## src/rtl/word_pkg.sv

```systemverilog
// Shared word-format definitions for the spell-correction front end.
// A word is 24 five-bit letter slots, slot 0 in the least significant bits.
package word_pkg;

    localparam int CHAR_W  = 5;
    localparam int MAX_LEN = 24;
    localparam int WORD_W  = CHAR_W * MAX_LEN;
    localparam int LEN_W   = 5;

    typedef enum logic [1:0] {
        S_COLLECT = 2'd0,
        S_START   = 2'd1,
        S_WAIT    = 2'd2,
        S_CLEAR   = 2'd3
    } state_t;

    typedef logic [WORD_W-1:0] word_t;
    typedef logic [CHAR_W-1:0] char_t;

    localparam char_t CH_EMPTY = 5'd0;
    localparam char_t CH_A     = 5'd1;
    localparam char_t CH_Z     = 5'd26;

    // Only 'a'..'z' occupy a slot; every other code is dropped.
    function automatic logic is_letter(input char_t c);
        return (c >= CH_A) && (c <= CH_Z);
    endfunction

endpackage

```

## src/rtl/word_slot_buffer.sv

```systemverilog
// Letter slot buffer: appends at slot len, deletes slot len-1, clears in one cycle.
// Clear has priority over push, push over pop.
module word_slot_buffer
    import word_pkg::*;
(
    input  logic             i_clk,
    input  logic             i_rst_n,
    input  logic             i_push,
    input  char_t            i_push_char,
    input  logic             i_pop,
    input  logic             i_clear,
    output word_t            o_word,
    output logic [LEN_W-1:0] o_len,
    output logic             o_full,
    output logic             o_empty
);

    assign o_full  = (o_len == LEN_W'(MAX_LEN));
    assign o_empty = (o_len == '0);

    always_ff @(posedge i_clk or negedge i_rst_n) begin
        if (!i_rst_n) begin
            o_word <= '0;
            o_len  <= '0;
        end else if (i_clear) begin
            o_word <= '0;
            o_len  <= '0;
        end else if (i_push && !o_full) begin
            o_word[int'(o_len)*CHAR_W +: CHAR_W] <= i_push_char;
            o_len                                <= o_len + LEN_W'(1);
        end else if (i_pop && !o_empty) begin
            // Zero the vacated slot so unused slots always read as empty.
            o_word[(int'(o_len)-1)*CHAR_W +: CHAR_W] <= CH_EMPTY;
            o_len                                    <= o_len - LEN_W'(1);
        end
    end

endmodule

```

## src/rtl/word_packer.sv

```systemverilog
// Collects letters into a word, hands it to Dictionary with a one-cycle start,
// and returns the corrected word (or the original word on timeout).
module word_packer
    import word_pkg::*;
#(
    parameter int TIMEOUT = 1000000
) (
    input  logic             i_clk,
    input  logic             i_rst_n,
    input  logic             i_char_valid,
    input  logic [CHAR_W-1:0] i_char,
    output logic             o_char_ready,
    input  logic             i_backspace,
    input  logic             i_commit,
    output logic             o_start,
    output logic [WORD_W-1:0] o_word,
    input  logic             i_dict_finish,
    input  logic [WORD_W-1:0] i_dict_word,
    output logic             o_result_valid,
    output logic [WORD_W-1:0] o_result_word,
    output logic             o_timeout,
    output logic [LEN_W-1:0] o_len,
    output logic [1:0]       o_state
);

    localparam int CNT_W = (TIMEOUT > 2) ? $clog2(TIMEOUT) : 1;

    // Handshake: a letter transfers on a cycle where i_char_valid and
    // o_char_ready are both high; valid may be held while ready is low.

    state_t           state;
    logic [CNT_W-1:0] wait_cnt;
    logic             in_collect;
    logic             buf_full;
    logic             buf_empty;
    logic             char_accept;
    logic             buf_push;
    logic             buf_pop;
    logic             buf_clear;
    logic             wait_expire;

    assign in_collect   = (state == S_COLLECT);
    assign o_char_ready = in_collect && !buf_full && !i_backspace && !i_commit;
    assign char_accept  = i_char_valid && o_char_ready;
    assign buf_push     = char_accept && is_letter(i_char);
    assign buf_pop      = in_collect && i_backspace && !i_commit;
    assign buf_clear    = (state == S_CLEAR);
    // The expiring cycle is the one whose increment would reach TIMEOUT-1.
    assign wait_expire  = (wait_cnt == CNT_W'(TIMEOUT - 2));
    assign o_state      = state;

    word_slot_buffer u_buf (
        .i_clk       (i_clk),
        .i_rst_n     (i_rst_n),
        .i_push      (buf_push),
        .i_push_char (i_char),
        .i_pop       (buf_pop),
        .i_clear     (buf_clear),
        .o_word      (o_word),
        .o_len       (o_len),
        .o_full      (buf_full),
        .o_empty     (buf_empty)
    );

    always_ff @(posedge i_clk or negedge i_rst_n) begin
        if (!i_rst_n) begin
            state          <= S_COLLECT;
            wait_cnt       <= '0;
            o_start        <= 1'b0;
            o_result_valid <= 1'b0;
            o_timeout      <= 1'b0;
            o_result_word  <= '0;
        end else begin
            o_start        <= 1'b0;
            o_result_valid <= 1'b0;
            o_timeout      <= 1'b0;
            case (state)
                S_COLLECT: begin
                    if (i_commit && !buf_empty) begin
                        state   <= S_START;
                        o_start <= 1'b1;
                    end
                end
                S_START: begin
                    state    <= S_WAIT;
                    wait_cnt <= '0;
                end
                S_WAIT: begin
                    if (i_dict_finish) begin
                        o_result_word  <= i_dict_word;
                        o_result_valid <= 1'b1;
                        state          <= S_CLEAR;
                    end else if (wait_expire) begin
                        // Give up on Dictionary and pass the typed word through.
                        o_result_word  <= o_word;
                        o_result_valid <= 1'b1;
                        o_timeout      <= 1'b1;
                        state          <= S_CLEAR;
                    end else begin
                        wait_cnt <= wait_cnt + CNT_W'(1);
                    end
                end
                S_CLEAR: begin
                    state <= S_COLLECT;
                end
                default: begin
                    state <= S_COLLECT;
                end
            endcase
        end
    end

endmodule

```

## config.mk

```make
export PLATFORM = sky130hd
export DESIGN_NAME = word_packer
export DESIGN_NICKNAME = d
export VERILOG_FILES = /design/src/rtl/word_pkg.sv /design/src/rtl/word_slot_buffer.sv /design/src/rtl/word_packer.sv
export SDC_FILE = /design/constraint.sdc
export NUM_CORES = 1
export LEC_CHECK = 0
export BUFFER_PORTS_ARGS = -buffer_cell sky130_fd_sc_hd__buf_2
export CAP_MARGIN = 5
export CELL_PAD_IN_SITES_DETAIL_PLACEMENT = 1
export CELL_PAD_IN_SITES_GLOBAL_PLACEMENT = 1
export CORE_MARGIN = 5
export CORE_UTILIZATION = 42
export DETAILED_ROUTE_END_ITERATION = 10
export MAX_ROUTING_LAYER = met4
export PLACE_DENSITY_LB_ADDON = 0.1
export SYNTH_ARGS = -nofsm -noshare
export SYNTH_HDL_FRONTEND = slang
export SYNTH_HIERARCHICAL = 1
export SYNTH_SLANG_ARGS = --single-unit
```

## constraint.sdc

```tcl
create_clock -name i_clk -period 6.3 [get_ports i_clk]
set_clock_uncertainty 0.1 [all_clocks]
set_input_delay 1.575 -clock i_clk [delete_from_list [all_inputs] [get_ports i_clk]]
set_output_delay 1.575 -clock i_clk [all_outputs]
set_load 0.03 [all_outputs]
```

==> run metrics <==
first-pass GRT wire length 93400 um; vias per cell 6.07; router iterations before antenna repair 6; Final Core Density 0.517; Tmin final approximately 6100 ps; CP endpoint u_buf/o_word[29]; WL/cell 26.6 um; Core Area approximately 0.036 mm2; Area Overhead vs Synth 22.4%; worst rel slew slack 0.275; post-CTS setup repair buffer count 0; Seq/Total Area, Yosys 0.440; fraction of layout cells with a size suffix above 1 0.351; initial antenna violation count 1; Num CTS Buffers 30; Setup crit start u_buf/o_len[1]; # DRC 0; Yosys cell types slightly above 80; WS Path Type reg -> reg; pre-CTS worst setup slack 65.2 ps; Least-Margin Pin Slew 1080 ps; Initial Utilization 0.423; most used cell, CP ha_1; Post-Synthesis Cells 1461; Max Fclk 165 MHz; Worst R2R Path Depth 20; number of H-tree levels 1; Root Buffer clkbuf_16; Cell Rows 70; Total Routed Length slightly above 60000 um; CTS tree built; Slew Viols, Final 0; reg2reg start u_buf/o_len[1]; Synth warnings 6; RSZ-0062 raised after global routing no; crit path cell chain inv_1, ha_1, nor3b_1, buf_4, xnor2_1, inv_1, ha_1, fa_1, inv_1, ha_1, a211o_1, a21oi_1, o21ai_0, ha_1, and4b_1, buf_4, a41oi_4, nor3_1, o21ai_0, a22o_1; fin worst setup slack 243 ps; Post-Syn Area 0.0154 mm2; # setup viols final 0; DRT iter0 DRCs 1169; CTS Buffer Depth 3; Die Ht 201 um; max cap viols 0; via count 14.1k; nets 1994; clk slew on worst S/H paths 60 ps; most common cell after layout, fill and taps aside buf_2; Yosys reg bits 270; Hold Vio Cnt, Final 0; fin crit share 0.961; status finished, final reports clean; largest net degree at the start of global routing 123; vias in the first global route 14.7k; gp weighted congestion 0.958; port bufs 381; TNS Setup 0 ps; # IOs 382; R2R setup slack 240 ps; CP max-delay cell dfrtp_1; clk_lat worst skew 590 ps; GR Util All Layers 0.301; ys async rst share 1.00; element type at the critical path end flip-flop; largest stage delay on the critical path 590 ps; Post-synth top flop dfrtp_1; Post-synth EDFFs 0; most frequent cells in the layout buf_2 (379), dfrtp_1 (270), mux2_2 (151), nand2_1 (150), mux2_1 (89); Worst EP required 6660 ps; CTS Hold Bufs 0; RR Endpoint u_buf/o_word[29]; Total Die Area 0.0405 mm2; width of the die 201 um; Mean Syn Cell Area approximately 11 um2; Crit path arrival time ~6400 ps; Critical Path Source Type flip-flop; ANT nets after route 0; total global routing overflow 0; Clock Sinks 270; syn_nets 1629; worst-path fanout max 15; post-CTS sizing 1; HPWL after detailed placement 45200 um; worst hold path type reg -> reg
[critical path, delay by kind of cell, from the launching register on]
| family | cells | cell delay (ps) |
|---|---|---|
| xor+xnor | 1 | 330 |
| flops | 1 | 590 |
| simple gates | 3 | 990 |
| buf+inv | 5 | 800 |
| fa+ha+maj | 5 | 1690 |
| compound gates | 6 | 1420 |
[worst min path at each step]
stage | slack, ps | from | depth (start not counted) | to
3_5_place_dp | 370 | o_result_word[91] | 1 | o_result_word[91]
4_1_cts | 380 | o_result_word[90] | 1 | o_result_word[90]
2_1_floorplan | 350 | wait_cnt[18] | 1 | wait_cnt[18]
5_1_grt | 400 | o_result_word[21] | 1 | o_result_word[21]
3_3_place_gp | 360 | o_result_word[70] | 1 | o_result_word[70]
6_report | 380 | o_result_word[75] | 1 | o_result_word[75]
[per-layer routing]
metal  part of all wire  track usage
met5                  0            -
met4              0.026       0.0771
met3              0.084       0.0680
met2               0.46        0.471
met1               0.43        0.399
[synthesized netlist by cell type, drive strengths merged, types with 16 or more instances]
cell	n	area [um2]
dfrtp	270	6760
mux2	240	2700
nand2	150	563
o21ai	109	546
nor2	63	236
clkbuf	58	218
a21oi	47	239
inv	42	158
o211ai	36	270
o311ai	36	315
buf	33	289
ha	33	413
nand3	33	175
nand4	29	203
nor3	27	150
a22o	26	228
a21o	16	120
[per-stage QoR]
step / hold WS, ps / instances / cell area [um2]
6_report: 380 / 2319 / 18800
5_1_grt: 398 / 2318 / 18800
4_1_cts: 383 / 2317 / 18800
3_5_place_dp: 369 / 2262 / 17700
3_3_place_gp: 364 / 2262 / 17700
2_1_floorplan: 347 / 1461 / 15400
[state kept, by name, indices dropped and copies added (netlist names)]
register / cells
o_result_valid: 1
o_result_word: 120
o_start: 1
o_state: 2
o_timeout: 1
u_buf/o_len: 5
u_buf/o_word: 120
wait_cnt: 20
[layout make-up]
| cell class | count | area [um2] |
|---|---|---|
| antenna | 2 | 5.00 |
| clock buffer | 40 | 858 |
| clock inverter | 15 | 193 |
| fill | 4097 | 17500 |
| inverter | 43 | 161 |
| multi-input combinational | 1057 | 7970 |
| sequential | 270 | 6760 |
| tap | 468 | 586 |
| timing repair buffer | 424 | 2280 |
[kinds of logic after synthesis]
kind of cell,Yosys count,share of synthesized area
simple gates,383,0.125
compound gates,377,0.171
flops,270,0.440
mux,247,0.181
buf+inv,134,0.0435
fa+ha+maj,37,0.0321
xor+xnor,13,0.00741
Power is not shown: default switching activity piles up to over one toggle a cycle in this logic, so the estimate is an artifact.
